==> config.mk <==
export PLATFORM = sky130hd
export DESIGN_NAME = hazard_ctrl_mc_flat
export DESIGN_NICKNAME = d
export VERILOG_FILES = /design/src/rtl/hazard_pkg.sv /design/src/rtl/hazard_ctrl_mc_if.sv /design/src/rtl/fwd_sel.sv /design/src/rtl/hazard_ctrl_mc.sv /design/src/flat_wrapper.sv
export SDC_FILE = /design/constraint.sdc
export NUM_CORES = 1
export LEC_CHECK = 0
export ABC_AREA = 1
export CORE_ASPECT_RATIO = 1.25
export CORE_MARGIN = 5
export CORE_UTILIZATION = 45
export DETAILED_ROUTE_END_ITERATION = 6
export PLACE_DENSITY = 0.77
export SLEW_MARGIN = 20
export SYNTH_ARGS = -nofsm -noshare
export SYNTH_HDL_FRONTEND = slang
export SYNTH_SLANG_ARGS = --single-unit
export TNS_END_PERCENT = 50
==> constraint.sdc <==
create_clock -name clk -period 2.5 [get_ports clk]
set_clock_uncertainty 0.05 [all_clocks]
set_input_delay 0.625 -clock clk [delete_from_list [all_inputs] [get_ports clk]]
set_output_delay 0.625 -clock clk [all_outputs]
set_load 0.01 [all_outputs]
==> src/rtl/hazard_pkg.sv <==
// Shared constants and types for the multicycle-aware hazard controller.
package hazard_pkg;

  localparam logic [1:0] FWD_RF  = 2'b00;
  localparam logic [1:0] FWD_WB  = 2'b01;
  localparam logic [1:0] FWD_MEM = 2'b10;

  typedef enum logic {
    IDLE,
    MC_BUSY
  } mcState_e;

  // The countdown only ever holds MC_LAT-2, so clog2(MC_LAT) bits are enough.
  function automatic int mcCntWidth(input int lat);
    return (lat > 2) ? $clog2(lat) : 1;
  endfunction

endpackage

==> src/rtl/hazard_ctrl_mc_if.sv <==
// Bundle between the datapath (master) and the hazard controller (slave).
interface hazard_ctrl_mc_if #(
  parameter int AW    = 5,
  parameter int CNT_W = 32
);

  logic [AW-1:0]    Rs1D;
  logic [AW-1:0]    Rs2D;
  logic             use_rs1D;
  logic             use_rs2D;
  logic [AW-1:0]    Rs1E;
  logic [AW-1:0]    Rs2E;
  logic [AW-1:0]    RdE;
  logic [AW-1:0]    RdM;
  logic [AW-1:0]    RdW;
  logic             RegWriteE;
  logic             RegWriteM;
  logic             RegWriteW;
  logic             ResultSrcE0;
  logic             McE;
  logic             PCSrcE;
  logic             MemReqM;
  logic             dmem_ready;

  logic [1:0]       ForwardAE;
  logic [1:0]       ForwardBE;
  logic             StallF;
  logic             StallD;
  logic             StallE;
  logic             StallM;
  logic             FlushD;
  logic             FlushE;
  logic             FlushM;
  logic             FlushW;
  logic             mc_lastE;
  logic [CNT_W-1:0] stall_cnt;

  modport master (
    output Rs1D, Rs2D, use_rs1D, use_rs2D, Rs1E, Rs2E, RdE, RdM, RdW,
           RegWriteE, RegWriteM, RegWriteW, ResultSrcE0, McE, PCSrcE,
           MemReqM, dmem_ready,
    input  ForwardAE, ForwardBE, StallF, StallD, StallE, StallM,
           FlushD, FlushE, FlushM, FlushW, mc_lastE, stall_cnt
  );

  modport slave (
    input  Rs1D, Rs2D, use_rs1D, use_rs2D, Rs1E, Rs2E, RdE, RdM, RdW,
           RegWriteE, RegWriteM, RegWriteW, ResultSrcE0, McE, PCSrcE,
           MemReqM, dmem_ready,
    output ForwardAE, ForwardBE, StallF, StallD, StallE, StallM,
           FlushD, FlushE, FlushM, FlushW, mc_lastE, stall_cnt
  );

endinterface

==> src/rtl/fwd_sel.sv <==
// Forward select for one E-stage source operand; M result wins over W result.
module fwd_sel
  import hazard_pkg::*;
#(
  parameter int AW     = 5,
  parameter bit FWD_EN = 1'b1
) (
  input  logic [AW-1:0] rsE,
  input  logic [AW-1:0] rdM,
  input  logic [AW-1:0] rdW,
  input  logic          regWriteM,
  input  logic          regWriteW,
  output logic [1:0]    fwdSel
);

  always_comb begin
    fwdSel = FWD_RF;
    if (FWD_EN && (rsE != '0)) begin
      if (regWriteM && (rsE == rdM)) begin
        fwdSel = FWD_MEM;
      end else if (regWriteW && (rsE == rdW)) begin
        fwdSel = FWD_WB;
      end
    end
  end

endmodule

==> src/rtl/hazard_ctrl_mc.sv <==
// Pipeline hazard controller: forwarding, load-use/RAW stalls, branch flushes,
// fixed-latency multicycle-execute stall FSM, data-memory wait freeze, stall counter.
module hazard_ctrl_mc
  import hazard_pkg::*;
#(
  parameter int AW     = 5,
  parameter int MC_LAT = 34,
  parameter bit FWD_EN = 1'b1,
  parameter int CNT_W  = 32
) (
  input logic             clk,
  input logic             rst,
  hazard_ctrl_mc_if.slave hz
);

  localparam int                  CNT_BITS = mcCntWidth(MC_LAT);
  localparam bit                  MC_MULTI = (MC_LAT > 1);
  localparam logic [CNT_BITS-1:0] MC_LOAD  = CNT_BITS'(MC_MULTI ? MC_LAT - 2 : 0);

  mcState_e            state;
  mcState_e            stateNext;
  logic [CNT_BITS-1:0] cnt;
  logic [CNT_BITS-1:0] cntNext;
  logic [CNT_W-1:0]    stallCnt;

  logic rs1Hit;
  logic rs2Hit;
  logic rawHit;
  logic memWait;
  logic mcStall;
  logic mcLast;
  logic stallF;
  logic stallD;
  logic stallE;
  logic stallM;
  logic flushD;
  logic flushE;
  logic flushM;
  logic flushW;

  fwd_sel #(.AW(AW), .FWD_EN(FWD_EN)) uFwdA (
    .rsE       (hz.Rs1E),
    .rdM       (hz.RdM),
    .rdW       (hz.RdW),
    .regWriteM (hz.RegWriteM),
    .regWriteW (hz.RegWriteW),
    .fwdSel    (hz.ForwardAE)
  );

  fwd_sel #(.AW(AW), .FWD_EN(FWD_EN)) uFwdB (
    .rsE       (hz.Rs2E),
    .rdM       (hz.RdM),
    .rdW       (hz.RdW),
    .regWriteM (hz.RegWriteM),
    .regWriteW (hz.RegWriteW),
    .fwdSel    (hz.ForwardBE)
  );

  // Without forwarding, any in-flight writer in E or M must be waited out.
  always_comb begin
    rs1Hit = 1'b0;
    rs2Hit = 1'b0;
    if (hz.use_rs1D && (hz.Rs1D != '0)) begin
      rs1Hit = ((hz.Rs1D == hz.RdE) && hz.RegWriteE && (hz.ResultSrcE0 || !FWD_EN))
             || (!FWD_EN && (hz.Rs1D == hz.RdM) && hz.RegWriteM);
    end
    if (hz.use_rs2D && (hz.Rs2D != '0)) begin
      rs2Hit = ((hz.Rs2D == hz.RdE) && hz.RegWriteE && (hz.ResultSrcE0 || !FWD_EN))
             || (!FWD_EN && (hz.Rs2D == hz.RdM) && hz.RegWriteM);
    end
  end

  assign rawHit  = rs1Hit || rs2Hit;
  assign memWait = hz.MemReqM && !hz.dmem_ready;
  assign mcStall = ((state == IDLE) && hz.McE && MC_MULTI)
                || ((state == MC_BUSY) && (cnt != '0));
  assign mcLast  = ((state == MC_BUSY) && (cnt == '0))
                || ((state == IDLE) && hz.McE && !MC_MULTI);

  // Fixed priority; everything but forwarding is held low while in reset.
  always_comb begin
    stallF = 1'b0;
    stallD = 1'b0;
    stallE = 1'b0;
    stallM = 1'b0;
    flushD = 1'b0;
    flushE = 1'b0;
    flushM = 1'b0;
    flushW = 1'b0;
    if (rst) begin
      if (memWait) begin
        stallF = 1'b1;
        stallD = 1'b1;
        stallE = 1'b1;
        stallM = 1'b1;
        flushW = 1'b1;
      end else if (mcStall) begin
        stallF = 1'b1;
        stallD = 1'b1;
        stallE = 1'b1;
        flushM = 1'b1;
      end else if (hz.PCSrcE) begin
        flushD = 1'b1;
        flushE = 1'b1;
      end else if (rawHit) begin
        stallF = 1'b1;
        stallD = 1'b1;
        flushE = 1'b1;
      end
    end
  end

  // A memory wait freezes the countdown so the op still spends MC_LAT cycles in E.
  always_comb begin
    stateNext = state;
    cntNext   = cnt;
    if (!memWait) begin
      case (state)
        IDLE: begin
          if (hz.McE && MC_MULTI) begin
            stateNext = MC_BUSY;
            cntNext   = MC_LOAD;
          end
        end
        MC_BUSY: begin
          if (cnt != '0) begin
            cntNext = cnt - CNT_BITS'(1);
          end else begin
            stateNext = IDLE;
          end
        end
        default: begin
          stateNext = IDLE;
          cntNext   = '0;
        end
      endcase
    end
  end

  always_ff @(posedge clk or negedge rst) begin
    if (!rst) begin
      state <= IDLE;
      cnt   <= '0;
    end else begin
      state <= stateNext;
      cnt   <= cntNext;
    end
  end

  always_ff @(posedge clk or negedge rst) begin
    if (!rst) begin
      stallCnt <= '0;
    end else if (stallF && (stallCnt != '1)) begin
      stallCnt <= stallCnt + CNT_W'(1);
    end
  end

  assign hz.StallF    = stallF;
  assign hz.StallD    = stallD;
  assign hz.StallE    = stallE;
  assign hz.StallM    = stallM;
  assign hz.FlushD    = flushD;
  assign hz.FlushE    = flushE;
  assign hz.FlushM    = flushM;
  assign hz.FlushW    = flushW;
  assign hz.mc_lastE  = rst && mcLast;
  assign hz.stall_cnt = stallCnt;

endmodule

==> src/flat_wrapper.sv <==
// flat-port wrapper written by rule: the top's interface ports become plain ports
module hazard_ctrl_mc_flat import hazard_pkg::*;
#(
  parameter int AW     = 5,
  parameter int MC_LAT = 34,
  parameter bit FWD_EN = 1'b1,
  parameter int CNT_W  = 32
)
  (clk, rst, hz_Rs1D, hz_Rs2D, hz_use_rs1D, hz_use_rs2D, hz_Rs1E, hz_Rs2E, hz_RdE, hz_RdM, hz_RdW, hz_RegWriteE, hz_RegWriteM, hz_RegWriteW, hz_ResultSrcE0, hz_McE, hz_PCSrcE, hz_MemReqM, hz_dmem_ready, hz_ForwardAE, hz_ForwardBE, hz_StallF, hz_StallD, hz_StallE, hz_StallM, hz_FlushD, hz_FlushE, hz_FlushM, hz_FlushW, hz_mc_lastE, hz_stall_cnt);
  hazard_ctrl_mc_if #(.AW(AW), .CNT_W(CNT_W)) hz_i ();
  input logic clk;
  input logic rst;
  input wire logic [$bits(hz_i.Rs1D)-1:0] hz_Rs1D;
  input wire logic [$bits(hz_i.Rs2D)-1:0] hz_Rs2D;
  input wire logic [$bits(hz_i.use_rs1D)-1:0] hz_use_rs1D;
  input wire logic [$bits(hz_i.use_rs2D)-1:0] hz_use_rs2D;
  input wire logic [$bits(hz_i.Rs1E)-1:0] hz_Rs1E;
  input wire logic [$bits(hz_i.Rs2E)-1:0] hz_Rs2E;
  input wire logic [$bits(hz_i.RdE)-1:0] hz_RdE;
  input wire logic [$bits(hz_i.RdM)-1:0] hz_RdM;
  input wire logic [$bits(hz_i.RdW)-1:0] hz_RdW;
  input wire logic [$bits(hz_i.RegWriteE)-1:0] hz_RegWriteE;
  input wire logic [$bits(hz_i.RegWriteM)-1:0] hz_RegWriteM;
  input wire logic [$bits(hz_i.RegWriteW)-1:0] hz_RegWriteW;
  input wire logic [$bits(hz_i.ResultSrcE0)-1:0] hz_ResultSrcE0;
  input wire logic [$bits(hz_i.McE)-1:0] hz_McE;
  input wire logic [$bits(hz_i.PCSrcE)-1:0] hz_PCSrcE;
  input wire logic [$bits(hz_i.MemReqM)-1:0] hz_MemReqM;
  input wire logic [$bits(hz_i.dmem_ready)-1:0] hz_dmem_ready;
  output wire logic [$bits(hz_i.ForwardAE)-1:0] hz_ForwardAE;
  output wire logic [$bits(hz_i.ForwardBE)-1:0] hz_ForwardBE;
  output wire logic [$bits(hz_i.StallF)-1:0] hz_StallF;
  output wire logic [$bits(hz_i.StallD)-1:0] hz_StallD;
  output wire logic [$bits(hz_i.StallE)-1:0] hz_StallE;
  output wire logic [$bits(hz_i.StallM)-1:0] hz_StallM;
  output wire logic [$bits(hz_i.FlushD)-1:0] hz_FlushD;
  output wire logic [$bits(hz_i.FlushE)-1:0] hz_FlushE;
  output wire logic [$bits(hz_i.FlushM)-1:0] hz_FlushM;
  output wire logic [$bits(hz_i.FlushW)-1:0] hz_FlushW;
  output wire logic [$bits(hz_i.mc_lastE)-1:0] hz_mc_lastE;
  output wire logic [$bits(hz_i.stall_cnt)-1:0] hz_stall_cnt;
  assign hz_i.Rs1D = hz_Rs1D;
  assign hz_i.Rs2D = hz_Rs2D;
  assign hz_i.use_rs1D = hz_use_rs1D;
  assign hz_i.use_rs2D = hz_use_rs2D;
  assign hz_i.Rs1E = hz_Rs1E;
  assign hz_i.Rs2E = hz_Rs2E;
  assign hz_i.RdE = hz_RdE;
  assign hz_i.RdM = hz_RdM;
  assign hz_i.RdW = hz_RdW;
  assign hz_i.RegWriteE = hz_RegWriteE;
  assign hz_i.RegWriteM = hz_RegWriteM;
  assign hz_i.RegWriteW = hz_RegWriteW;
  assign hz_i.ResultSrcE0 = hz_ResultSrcE0;
  assign hz_i.McE = hz_McE;
  assign hz_i.PCSrcE = hz_PCSrcE;
  assign hz_i.MemReqM = hz_MemReqM;
  assign hz_i.dmem_ready = hz_dmem_ready;
  assign hz_ForwardAE = hz_i.ForwardAE;
  assign hz_ForwardBE = hz_i.ForwardBE;
  assign hz_StallF = hz_i.StallF;
  assign hz_StallD = hz_i.StallD;
  assign hz_StallE = hz_i.StallE;
  assign hz_StallM = hz_i.StallM;
  assign hz_FlushD = hz_i.FlushD;
  assign hz_FlushE = hz_i.FlushE;
  assign hz_FlushM = hz_i.FlushM;
  assign hz_FlushW = hz_i.FlushW;
  assign hz_mc_lastE = hz_i.mc_lastE;
  assign hz_stall_cnt = hz_i.stall_cnt;
  hazard_ctrl_mc #(.AW(AW), .MC_LAT(MC_LAT), .FWD_EN(FWD_EN), .CNT_W(CNT_W)) u_core (.clk(clk), .rst(rst), .hz(hz_i));
endmodule
======== Yosys cells after proc, flatten, opt, wreduce, memory -nomap -nowiden ========
Cells that the tools add are included.
operators by class
  $add $sub $neg .......................... 2
  $mul .................................... 0
  div/mod/pow operators ................... 0
  magnitude comparators ................... 0
  equal/unequal tests ..................... 9
  shift-type cells ........................ 0
  multiplexer cells ....................... 34
  bitwise logic cells ..................... 2
  reduce and logical (&&, ||, !) cells .... 26
operator list
  kind                                              count
  adder 32 x 1 -> 32 bit, second input constant     1
  inequality test 32 bit, second input constant     1
  == test 5 bit                                     6
  2-to-1 mux 1 bit                                  26
  nonzero test 5 bit                                4
  logical AND 1 bit                                 16
  2-to-1 mux 6 bit                                  2
  one-hot mux 6 bit (2 select lines)                1
  2-to-1 mux 2 bit                                  4
  zero test 6 bit                                   1
  nonzero test 6 bit                                1
  subtractor 6 x 1 -> 6 bit, second input constant  1
  inequality test 2 bit, second input constant      2
  AND reduction 3 bit                               1
  logical OR 1 bit                                  2
  NOT 1 bit                                         2
  one-hot mux 1 bit (2 select lines)                1
  zero test 1 bit                                   1
storage, ports and cells
  register bits after elaboration ......... 39
  bits in latches ......................... 0
  bits in writable memories ............... 0
  memory bits (read-only) ................. 0
  output and inout bits ................... 45
  word-level logic and storage cells ...... 76
  memories ................................ 0

======== Longest topological paths before layout ========
Gate-level depths: netlist (run 1).
  depth in word-level cells ............... 11
  mapped depth ............................ 13
  gate-level depth less buffers ........... 12

======== Cells and area by module ========
Synthesis (run 1) repeated with hierarchy kept, for this count alone.
unflattened totals
  cells, all modules ...................... 560
  area, all modules ....................... 3,303.2 um^2
by module, submodules not included
  module          times used  cells each  area each (um^2)
  hazard_ctrl_mc  1           446         2,827.7
  fwd_sel         2           57          237.7

======== Worst setup path after synthesis (run 1) ========
Ideal clock, no wire load.
  kind .................................... in2out
  start ................................... input hz_RdE[4]
  end ..................................... output hz_StallF
  data arrival time ....................... 1,576 ps
  setup slack ............................. 249 ps
  stages on the path ...................... 11
  path buffers ............................ 2
  path through ............................ inv_1 -> nand2_1 -> nand2_1 -> nand2_1 -> nor2_1 -> nand3_1 -> nand2_1 -> nand2_1 -> nand2_2 -> buf_2 -> buf_4
between the ends
  word-level cells in the longest chain between the ends .. 10
ends and longest elaborated chain
  what                                                       line                                        text
  start: declaration                                         flat_wrapper.sv:19                          input wire logic [$bits(hz_i.RdE)-1:0] hz_RdE;
  == test 5 bit, on equally long branches                    hazard_ctrl_mc.sv:64, hazard_ctrl_mc.sv:68
  logical AND 1 bit, on equally long branches (2 in series)  hazard_ctrl_mc.sv:64, hazard_ctrl_mc.sv:68
  2-to-1 mux 1 bit, on equally long branches                 hazard_ctrl_mc.sv:63, hazard_ctrl_mc.sv:67
  logical OR 1 bit *                                         hazard_ctrl_mc.sv:73                        assign rawHit = rs1Hit || rs2Hit;
  2-to-1 mux 1 bit * (5 in series)                           n/a
  end: declaration                                           flat_wrapper.sv:32                          output wire logic [$bits(hz_i.StallF)-1:0] hz_StallF;
Every way passes the cells marked *; elsewhere a longest branch is shown, timed or not.

======== Worst setup path after layout (run 1) ========
  start ................................... input hz_McE
  end ..................................... output hz_FlushM
between the ends
  word-level cells in the longest chain between the ends .. 5
ends and longest elaborated chain
  what                line                  text
  start: declaration  flat_wrapper.sv:26    input wire logic [$bits(hz_i.McE)-1:0] hz_McE;
  logical AND 1 bit   hazard_ctrl_mc.sv:75  assign mcStall = ((state == IDLE) && hz.McE && MC_MULTI)
  logical OR 1 bit    hazard_ctrl_mc.sv:76  || ((state == MC_BUSY) && (cnt != '0));
  2-to-1 mux 1 bit    hazard_ctrl_mc.sv:97  end else if (mcStall) begin
  2-to-1 mux 1 bit    hazard_ctrl_mc.sv:91  if (memWait) begin
  2-to-1 mux 1 bit    hazard_ctrl_mc.sv:90  if (rst) begin
  end: declaration    flat_wrapper.sv:38    output wire logic [$bits(hz_i.FlushM)-1:0] hz_FlushM;
No other way between the ends.

==> parameters.txt, run 1 <==
Parameter                              Value

Placed design
  Placement-stage cell area ... 4207 um^2
  GPL Wtd Cong ... 0.9137
  Placed wire-length estimate after detailed placement ... 6.913 mm
  Number of buffers added on ports ... 91

Timing
  Slew at the pin with the worst max-slew slack ... 0.3871 ns
  Unrepaired setup endpoints after global routing ... yes
  Number of pins with negative max-slew slack in the final report ... 0
  Hold violation total from the final report ... 0
  Timing-limited maximum frequency ... 410.9 MHz
  Total setup violations reported at the end of the flow ... 0
  Clock period minus worst slack ... 2.434 ns
  Post-Route Setup TNS ... 0 ns
  Share of the clock period used by the worst path ... 97.35%
  Worst relative slew slack ... 73.99%

Cells and area
  Area taken by multi-input logic gates ... 1947 um^2
  Most frequent cells in the layout ... 167 x nand2_1, 62 x nor2_1, 46 x nand3_1, 43 x inv_1, 40 x clkdlybuf4s50_1
  Antenna Diode Count ... 0
  Commonest non-fill, non-tap cell in the layout ... nand2_1
  Signed area change from the synthesized netlist to the final layout ... 41.17%
  Finished Cell Area ... 4359 um^2
  Share of the core filled with cells ... 65.98%
  Final net count ... 645
  Register area ... 975.9 um^2
  Final-layout fill cell count ... 630
  Ratio of cells with drive above 1 in the final layout ... 14.07%

Critical path
  Worst reg2reg path depth ... 9
  Kind of critical path ... in -> out
  Worst-case register-to-register setup slack ... 0.36 ns
  Type of element capturing the critical path ... primary output
  Worst setup SP type ... primary input
  Worst flop-to-flop path startpoint ... u_core.hz.stall_cnt[1]
  End of the worst register-to-register path ... u_core.hz.stall_cnt[5]
  CP Data Arrival Time ... 1.76 ns
  Critical path fanouts, max ... 2
  Data required time of the critical path ... 1.82 ns

Floorplan
  # rows ... 33
  Floorplan die area ... 8629 um^2
  Die span in y ... 102.6 um
  IO Pins ... 92
  Die boundary width ... 84.09 um
  Core area ... 6606 um^2
  Starting density of the core ... 46.74%

Clocking
  Num CTS Buffers ... 5
  Number of buffers inserted by hold repair at cts ... 0
  Clock latency reported for the late side of the worst-skew pair ... 0.29 ns
  # H-tree levels ... 2
  Clock Tree Buf Depth ... 2
  Sinks on Clock Net ... 39
  CTS tree ... yes
  Clock transition at the registers of the reported paths ... 0.07 ns
  Clk root buf ... clkbuf_8

Synthesis
  Synth Area in Compound Gates ... 4.457%
  Post-synth design cell area ... 3088 um^2
  Number of nets produced by synthesis ... 531
  Synth Area in Simple Gates ... 44.41%
  Combinational family with the most area after synthesis ... simple AND/OR/NAND/NOR gates
  Adder and majority gate portion of the synthesized area ... 0.8104%
  Post-synthesis average cell area ... 6.407 um^2
  Count of yosys warnings during synthesis ... 0
  Synth Instances ... 482
  Synth unique cells ... 33
  Xor and xnor fraction of the mapped netlist area ... 9.927%
  Post-synthesis sequential area ratio ... 31.60%
  Multiplexer fraction of the synthesized cell area ... 0%
  Register bit count reported by yosys ... 39

Global routing
  Antenna violations before repair ... 0
  Remaining Overflow, GRT ... 0
  Gr usage total ... 20.66%
  Largest net degree at the start of global routing ... 34
  First-pass GRT wire length ... 14.82 mm
  Vias in the first global route ... 3361

Outcome
  Status ... completed

Pwr
  Combinational cell fraction of total power ... 38.1%
  Portion of total power attributed to sequential cells ... 39.1%
  Peak VDD IR ... 0.3641 mV
  Leakage ... 2.230 nW
  Clock Power Share ... 22.9%
  Fraction of power spent switching nets ... 34.06%
  Cell internal pwr ... 1.346 mW
  Overall power consumption ... 2.041 mW
  Power per Cell Area ... 468.1 nW/um^2
  Net switching power ... 0.6950 mW

Detailed routing
  Vias after detailed routing ... 3417
  Routed WL ... 8.946 mm
  1st-pass router iterations ... 4
  Antenna Nets Post-Route ... 0
  WL/cell ... 13.08 um
  DRC ... 0
  Via/cell ratio ... 4.996
  Count of routing violations after the opening detailed-route iteration ... 173

Hold path
  Worst hold path class ... in -> async

Job
  Max-cap violations ... 0
[cells in the mapped netlist]
cell | number | share of area, %
nand2_1 | 173 | 21
nor2_1 | 67 | 8.1
inv_1 | 51 | 6.2
nand3_1 | 46 | 7.5
dfrtp_1 | 39 | 32
xor2_1 | 26 | 7.4
nor3_1 | 12 | 1.9
xnor2_1 | 9 | 2.6
o21ai_0 | 7 | 1.1
o22ai_1 | 7 | 1.4
nand3b_1 | 5 | 1.2
nand4_1 | 5 | 1.0
buf_2 | 4 | 0.65
buf_6 | 3 | 1.1
a211oi_1 | 2 | 0.49
a21oi_1 | 2 | 0.32
a221oi_1 | 2 | 0.57
buf_1 | 2 | 0.24
buf_4 | 2 | 0.49
ha_1 | 2 | 0.81
nor2_2 | 2 | 0.41
nor2b_1 | 2 | 0.41
nor3b_1 | 2 | 0.49
inv_2 | 1 | 0.12
nand2_2 | 1 | 0.20
nand2_4 | 1 | 0.36
nand3_2 | 1 | 0.32
nand4_4 | 1 | 0.69
nor3_2 | 1 | 0.32
nor4_1 | 1 | 0.20
o2111ai_1 | 1 | 0.28
o211ai_1 | 1 | 0.24
or2_2 | 1 | 0.20
[registers in the layout (all words and copies together), names as in the netlist]
register / cells
u_core.hz.stall_cnt: 32
u_core.cnt: 6
u_core.state: 1
[cell families after synthesis]
family / count (synthesis)
simple gates: 321
buf+inv: 63
flops: 39
xor+xnor: 35
compound gates: 22
fa+ha+maj: 2
[worst max-delay path, cell delays in order]
cell and delay [ns]:
clkdlybuf4s50_1 0.46, or2_4 0.12, nand2_4 0.05, buf_6 0.12
nor2_4 0.08, inv_2 0.04, nor2_1 0.11, buf_2 0.15
[stage by stage]
stage	std cells	worst slack (ns)	hold WS (ns)
global route	684	-0.02766	0.3113
detailed placement	673	-0.6051	0.4342
floorplan	482	0.2489	0.2794
finish	684	0.06628	0.3017
global placement	673	-0.5534	0.4190
CTS	682	0.002817	0.3112
[layout make-up]
class                           count  area share [%]
Clock buffer                        8           2.296
Inverter                           52           4.478
Multi-Input combinational cell    380           44.66
Sequential cell                    39           22.39
Tap cell                           87           2.497
Timing Repair Buffer              118           23.68
[metal layers]
metal	vias to the layer above	global-route usage, %	share of wire (%)
li1	1750	-	-
met1	1570	25.42	43
met2	89	37.55	51
met3	8	3.597	5.4
met4	0	5.322	1.1
met5	-	0	0
[worst max path at each step]
stage | startpoint | end | slack, ns | depth (start not counted)
2_1_floorplan | hz_RdE[4] | hz_StallF | 0.25 | 11
3_5_place_dp | hz_Rs1E[0] | hz_ForwardAE[1] | -0.61 | 9
5_1_grt | u_core.cnt[0] | hz_FlushE | -0.03 | 11
4_1_cts | hz_RdW[4] | hz_ForwardBE[0] | 0.003 | 6
6_report | hz_McE | hz_FlushM | 0.07 | 8
3_3_place_gp | hz_Rs1E[0] | hz_ForwardAE[1] | -0.55 | 9
[power by group through the flow]
| stage | Sequential (mW) | Combinational [mW] | Clock (mW) |
|---|---|---|---|
| 2_1_floorplan | 0.803 | 0.367 | 0 |
| 3_3_place_gp | 0.799 | 0.689 | 0 |
| 3_5_place_dp | 0.802 | 0.707 | 0 |
| 4_1_cts | 0.791 | 0.693 | 0.481 |
| 5_1_grt | 0.810 | 0.867 | 0.504 |
| 6_report | 0.797 | 0.777 | 0.467 |
[repair_timing]
action,CTS,global route
buffers inserted,1,2
resized for setup,92,40
endpoints found under the setup margin,43,45
hold endpoints to repair,0,0
pin swaps,17,17
Power figures use the tool's default switching activity.
==> run 2, diff against run 1 <==
CAP_MARGIN = 20   (was unset)
CORE_ASPECT_RATIO = 1.75   (was 1.25)
==> parameters.txt, run 2 (synthesis results as in run 1) <==
Parameter                              Value

Floorplan
  Starting density of the core ... 45.37% (-1.4 points)
  Die span in y ... 119.6 um (+17%)
  # rows ... 40 (+21%)
  IO Pins ... 92 (unchanged)
  Core area ... 6807 um^2 (+3.0%)
  Die boundary width ... 72.62 um (-14%)
  Floorplan die area ... 8684 um^2 (+0.64%)

Critical path
  Kind of critical path ... reg -> out
  Crit path largest cell delay ... 0.39 ns (-0.07 ns)
  Data required time of the critical path ... 1.82 ns (about the same)
  Worst flop-to-flop path startpoint ... u_core.hz.stall_cnt[0]
  Slowest cell on crit path ... dfrtp_1
  CP Data Arrival Time ... 1.80 ns (+0.04 ns)
  Worst reg2reg path depth ... 10 (+1)
  End of the worst register-to-register path ... u_core.hz.stall_cnt[0]
  Worst-case register-to-register setup slack ... 0.27 ns (-0.09 ns)
  Crit path buffers/inverters ... 3 (-1)
  CP Cell Sequence ... inv_2, ha_4, nand2_2, nor2_2, nand4_1, nand2_2, nand2_4, nand2_4, nand2_4, buf_6, buf_6
  Critical path fanouts, max ... 3 (+1)
  Type of element capturing the critical path ... primary output
  Worst setup SP type ... register
  Crit-path most repeated cell ... nand2_4
  Delay-heaviest family, CP ... simple AND/OR/NAND/NOR gates

Cells and area
  Signed area change from the synthesized netlist to the final layout ... 42.67%
  Commonest non-fill, non-tap cell in the layout ... nand2_1
  Final net count ... 649 (+0.62%)
  Max reg flops ... 32 (unchanged)
  Ratio of cells with drive above 1 in the final layout ... 14.14% (+0.073 points)
  Register area ... 975.9 um^2 (unchanged)
  Antenna Diode Count ... 0 (unchanged)
  Most frequent cells in the layout ... 167 x nand2_1, 62 x nor2_1, 46 x nand3_1, 44 x inv_1, 40 x clkdlybuf4s50_1
  Final-layout fill cell count ... 685 (+8.7%)
  Area taken by multi-input logic gates ... 1932 um^2 (-0.77%)

Placed design
  GPL Wtd Cong ... 0.9548 (+4.5%)
  Number of buffers added on ports ... 91 (unchanged)
  Placed wire-length estimate after detailed placement ... 7.985 mm (+16%)

Clocking
  # H-tree levels ... 2 (unchanged)
  CTS tree ... yes
  Clk root buf ... clkbuf_16
  Num CTS Buffers ... 5 (unchanged)
  Clock Tree Buf Depth ... 2 (unchanged)
  Clock transition at the registers of the reported paths ... 0.05 ns (-0.02 ns)
  Number of buffers inserted by hold repair at cts ... 0 (unchanged)
  Sinks on Clock Net ... 39 (unchanged)
  Clock latency reported for the late side of the worst-skew pair ... 0.28 ns (about the same)

Global routing
  Vias in the first global route ... 3527 (+4.9%)
  Remaining Overflow, GRT ... 0 (unchanged)
  Gr usage total ... 23.19% (+2.5 points)
  First-pass GRT wire length ... 15.94 mm (+7.5%)
  Largest net degree at the start of global routing ... 38 (+12%)
  Antenna violations before repair ... 0 (unchanged)

Timing
  Worst relative slew slack ... 69.33% (-4.7 points)
  Unrepaired setup endpoints after global routing ... yes
  Timing-limited maximum frequency ... 404.1 MHz (-1.7%)
  Number of pins with negative max-slew slack in the final report ... 0 (unchanged)
  Hold violation total from the final report ... 0 (unchanged)
  Total setup violations reported at the end of the flow ... 0 (unchanged)
  Slew at the pin with the worst max-slew slack ... 0.4601 ns (+0.07295 ns)
  Post-Route Setup TNS ... 0 ns (unchanged)
  Share of the clock period used by the worst path ... 98.99% (+1.6 points)
  Min Hold Slack ... 0.2700 ns (-0.03167 ns)
  Clock period minus worst slack ... 2.475 ns (+0.04108 ns)

Detailed routing
  Routed WL ... 9.970 mm (+11%)
  Vias after detailed routing ... 3480 (+1.8%)
  Via/cell ratio ... 5.080 (+1.7%)
  1st-pass router iterations ... 4 (unchanged)
  Antenna Nets Post-Route ... 0 (unchanged)
  WL/cell ... 14.55 um (+11%)
  Count of routing violations after the opening detailed-route iteration ... 103 (-40%)
  DRC ... 0 (unchanged)

Hold path
  Worst hold path class ... in -> async

Pwr
  Power per Cell Area ... 496.5 nW/um^2 (+6.1%)
  Peak VDD IR ... 0.6375 mV (+75%)
  Leakage ... 2.259 nW (+1.3%)

Job
  Max-cap violations ... 0 (unchanged)

Outcome
  Status ... completed
-- run 2: layout make-up --
class | count | share of cell area [%]
timing repair buffer | 122 | 24.06
multi-input combinational | 380 | 43.85
tap | 84 | 2.386
sequential | 39 | 22.15
clock buffer | 7 | 3.011
inverter | 52 | 4.431
clock inverter | 1 | 0.1136
-- run 2: worst max path at each step --
| stage | startpoint | end | slack (ns) | cells after the start |
|---|---|---|---|---|
| after floorplan | hz_RdE[4] | hz_StallF | 0.25 | 11 |
| after global placement | hz_Rs1E[0] | hz_ForwardAE[1] | -0.56 | 9 |
| after detailed placement | hz_Rs1E[0] | hz_ForwardAE[1] | -0.65 | 9 |
| after CTS | u_core.cnt[1] | hz_FlushD | -0.07 | 9 |
| after global routing | u_core.cnt[1] | hz_StallF | -0.09 | 11 |
| final | u_core.cnt[1] | hz_StallF | 0.03 | 11 |
-- run 2: repair_timing --
item | in CTS | in global routing
setup endpoints to repair | 13 | 13
resized for setup | 96 | 26
pin swaps | 24 | 11
buffers inserted | 3 | 2
-- run 2: power breakdown --
part | switching (mW) | total (mW) | internal (mW) | leakage, nW
registers | 0.0902 | 0.802 | 0.712 | 0.525
clock network | 0.231 | 0.599 | 0.368 | 0.0679
logic | 0.406 | 0.786 | 0.380 | 1.67
total | 0.727 | 2.19 | 1.46 | 2.26
-- run 2: stage by stage --
stage	power [mW]	utilization [%]	instances	worst slack, ns	instance area, um^2
final	2.187	64.72	685	0.02520	4405
after global routing	2.337	64.72	685	-0.08786	4405
after CTS	2.172	64.19	683	-0.06539	4369
after detailed placement	1.529	61.97	672	-0.6527	4218
after global placement	1.493	61.97	672	-0.5565	4218
after floorplan	1.170	-	482	0.2489	3088
-- run 2: layer usage --
metal | vias to the layer above | global-route usage (%) | part of all wire (%)
met5 | - | 0 | 0
met4 | 0 | 13.05 | 4.6
met3 | 26 | 2.850 | 3.7
met2 | 82 | 44.85 | 57
met1 | 1622 | 22.29 | 34
li1 | 1750 | - | -
==> run 3, diff against run 2 <==
CELL_PAD_IN_SITES_DETAIL_PLACEMENT = 1   (was unset)
CELL_PAD_IN_SITES_GLOBAL_PLACEMENT = 1   (was unset)
CORE_UTILIZATION = 33   (was 45)
PLACE_DENSITY = unset   (was 0.77)
PLACE_DENSITY_LB_ADDON = 0.1   (was unset)
==> parameters.txt, run 3 (synthesis results as in run 1) <==
Parameter                              Value

Outcome
  Status ... finished, violations left
  Violated checks ... negative setup slack

Cells and area
  Most frequent cells in the layout ... 167 x nand2_1, 63 x nor2_1, 46 x nand3_1, 40 x inv_1, 39 x dfrtp_1
  Max reg flops ... 32 (unchanged)
  Register area ... 975.9 um^2 (unchanged)
  Non-filler instance count after layout ... 723 (+5.5%)
  Ratio of cells with drive above 1 in the final layout ... 15.59% (+1.4 points)
  Antenna Diode Count ... 0 (unchanged)
  Signed area change from the synthesized netlist to the final layout ... 46.64%
  Area taken by multi-input logic gates ... 1957 um^2 (+1.3%)
  Final net count ... 651 (+0.31%)
  Commonest non-fill, non-tap cell in the layout ... nand2_1
  Final-layout fill cell count ... 1244 (+82%)

Critical path
  Worst setup SP type ... primary input
  Critical path fanouts, max ... 2 (-1)
  CP Cell Sequence ... clkdlybuf4s50_1, or2_4, nand2_2, nor2_1, inv_1, nor2_1, clkdlybuf4s15_1
  Crit-path most repeated cell ... nor2_1
  CP Data Arrival Time ... 1.84 ns (+0.04 ns)
  Kind of critical path ... in -> out
  Data required time of the critical path ... 1.82 ns (about the same)
  Type of element capturing the critical path ... primary output
  Crit path largest cell delay ... 0.47 ns (+0.08 ns)
  Slowest cell on crit path ... clkdlybuf4s50_1

Floorplan
  Die boundary width ... 83.13 um (+14%)
  # rows ... 46 (+15%)
  Starting density of the core ... 33.96% (-11 points)
  Floorplan die area ... 11470 um^2 (+32%)
  Die span in y ... 138.0 um (+15%)
  Core area ... 9094 um^2 (+34%)
  IO Pins ... 92 (unchanged)

Timing
  Number of pins with negative max-slew slack in the final report ... 0 (unchanged)
  Post-Route Setup TNS ... -0.01420 ns (-0.01420 ns)
  Total setup violations reported at the end of the flow ... 1 (+1)
  Slew at the pin with the worst max-slew slack ... 0.4429 ns (-0.01712 ns)
  Timing-limited maximum frequency ... 397.7 MHz (-1.6%)
  Min Hold Slack ... 0.3220 ns (+0.05201 ns)
  Clock period minus worst slack ... 2.514 ns (+0.03940 ns)
  Unrepaired setup endpoints after global routing ... yes
  Hold violation total from the final report ... 0 (unchanged)
  Least setup slack across all paths after layout ... -0.01420 ns (-0.03940 ns)
  Share of the clock period used by the worst path ... 100.6% (+1.6 points)
  Worst relative slew slack ... 70.24% (+0.91 points)

Global routing
  GR Util met1 ... 19.01% (-3.3 points)
  First-pass GRT wire length ... 18.33 mm (+15%)
  M2 GR Usage ... 41.88% (-3.0 points)
  Gr usage total ... 19.78% (-3.4 points)
  Met3 usage in global routing ... 2.794% (-0.056 points)
  Remaining Overflow, GRT ... 0 (unchanged)
  Vias in the first global route ... 3863 (+9.5%)
  GRT busiest layer ... met2
  Antenna violations before repair ... 0 (unchanged)
  Largest net degree at the start of global routing ... 34 (-11%)

Placed design
  GPL Wtd Cong ... 0.9139 (-4.3%)
  Number of buffers added on ports ... 91 (unchanged)
  Placed Cells ... 708 (+5.4%)
  Placed wire-length estimate after detailed placement ... 9.176 mm (+15%)

Clocking
  # H-tree levels ... 2 (unchanged)
  Clock transition at the registers of the reported paths ... 0.06 ns (about the same)
  Clock Tree Buf Depth ... 2 (unchanged)
  Clk root buf ... clkbuf_16
  Sinks on Clock Net ... 39 (unchanged)
  Clock latency reported for the late side of the worst-skew pair ... 0.29 ns (about the same)
  CTS tree ... yes
  Num CTS Buffers ... 5 (unchanged)
  Number of buffers inserted by hold repair at cts ... 0 (unchanged)

Detailed routing
  Via/cell ratio ... 4.942 (-2.7%)
  Antenna Nets Post-Route ... 0 (unchanged)
  DRC ... 0 (unchanged)
  1st-pass router iterations ... 4 (unchanged)
  Count of routing violations after the opening detailed-route iteration ... 90 (-13%)
  Routed WL ... 11.26 mm (+13%)
  WL/cell ... 15.57 um (+7.0%)
  Vias after detailed routing ... 3573 (+2.7%)

Pwr
  Power per Cell Area ... 533.2 nW/um^2 (+7.4%)
  Net switching power ... 0.7929 mW (+9.0%)
  Overall power consumption ... 2.414 mW (+10%)
  Peak VDD IR ... 0.4016 mV (-37%)
  Leakage ... 2.297 nW (+1.6%)
  Cell internal pwr ... 1.621 mW (+11%)
  Combinational cell fraction of total power ... 34.9% (-1.1 points)
  Fraction of power spent switching nets ... 32.84% (-0.40 points)
  Portion of total power attributed to sequential cells ... 33.3% (-3.4 points)
  Clock Power Share ... 31.8% (+4.4 points)

Hold path
  Worst hold path class ... in -> async

Job
  Max-cap violations ... 0 (unchanged)
## run 3: cell types whose count changed in the layout (fill, tap and decap cells not counted), moves of 2 or more
cell	change
clkbuf_1	-2
dlygate4sd2_1	+2
inv_2	+4
buf_4	+3
o21ai_1	+2
buf_6	-2
clkdlybuf4s50_1	-2
o21ai_0	-2
inv_1	-4
nor2_2	-2
## run 3: cell type report
class / count / area share, %
multi-input cells: 380 / 43.22
repair buffers: 124 / 23.76
flip-flops and latches: 39 / 21.55
inverters: 52 / 4.311
well taps: 120 / 3.316
clock buffers: 6 / 3.067
clock inverters: 2 / 0.7737
## run 3: worst max-delay path, delay by kind of cell
kind / cells / cell delay, ns
buffers and inverters: 3 / 0.80
AND/OR/NAND/NOR: 4 / 0.41
## run 3: power groups by stage
stage	combinational (mW)	clock (mW)	sequential, mW
after floorplan	0.367	0	0.803
after global placement	0.698	0	0.802
after detailed placement	0.732	0	0.807
after CTS	0.763	0.784	0.800
after global routing	0.926	0.806	0.820
final	0.843	0.767	0.805
## run 3: through the flow
| stage | setup WS, ns | utilization (%) | cell area, um^2 |
|---|---|---|---|
| 6_report | -0.01420 | 49.79 | 4528 |
| 5_1_grt | -0.07786 | 49.79 | 4528 |
| 4_1_cts | -0.05608 | 49.00 | 4456 |
| 3_5_place_dp | -0.6085 | 46.88 | 4263 |
| 3_3_place_gp | -0.5752 | 46.88 | 4263 |
| 2_1_floorplan | 0.2489 | - | 3088 |
## run 3: final timing paths
| kind | from | to | slack, ns | cells past startpoint |
|---|---|---|---|---|
| max | hz_McE | hz_FlushM | -0.01 | 7 |
| max in group asynchronous | rst | u_core.hz.stall_cnt[25] | 1.79 | 2 |
| max reg2reg | u_core.cnt[0] | u_core.hz.stall_cnt[10] | 0.28 | 15 |
| min in group clk | u_core.cnt[5] | u_core.cnt[5] | 0.46 | 2 |
| min | rst | u_core.hz.stall_cnt[14] | 0.32 | 2 |
| min reg2reg | u_core.cnt[5] | u_core.cnt[5] | 0.46 | 2 |
## run 3: routing by layer
metal	part of all wire (%)	wire, um	vias to the layer above
met5	0	0	-
met4	2.5	283	0
met3	2.7	302	16
met2	59	6640	69
met1	36	4030	1723
li1	-	-	1765
## run 3: repair_timing
item | CTS | global route
buffers inserted | 5 | 4
gates resized for setup | 98 | 30
endpoints found under the hold margin | 0 | 0
pin swaps | 24 | 14
endpoints found under the setup margin | 14 | 14
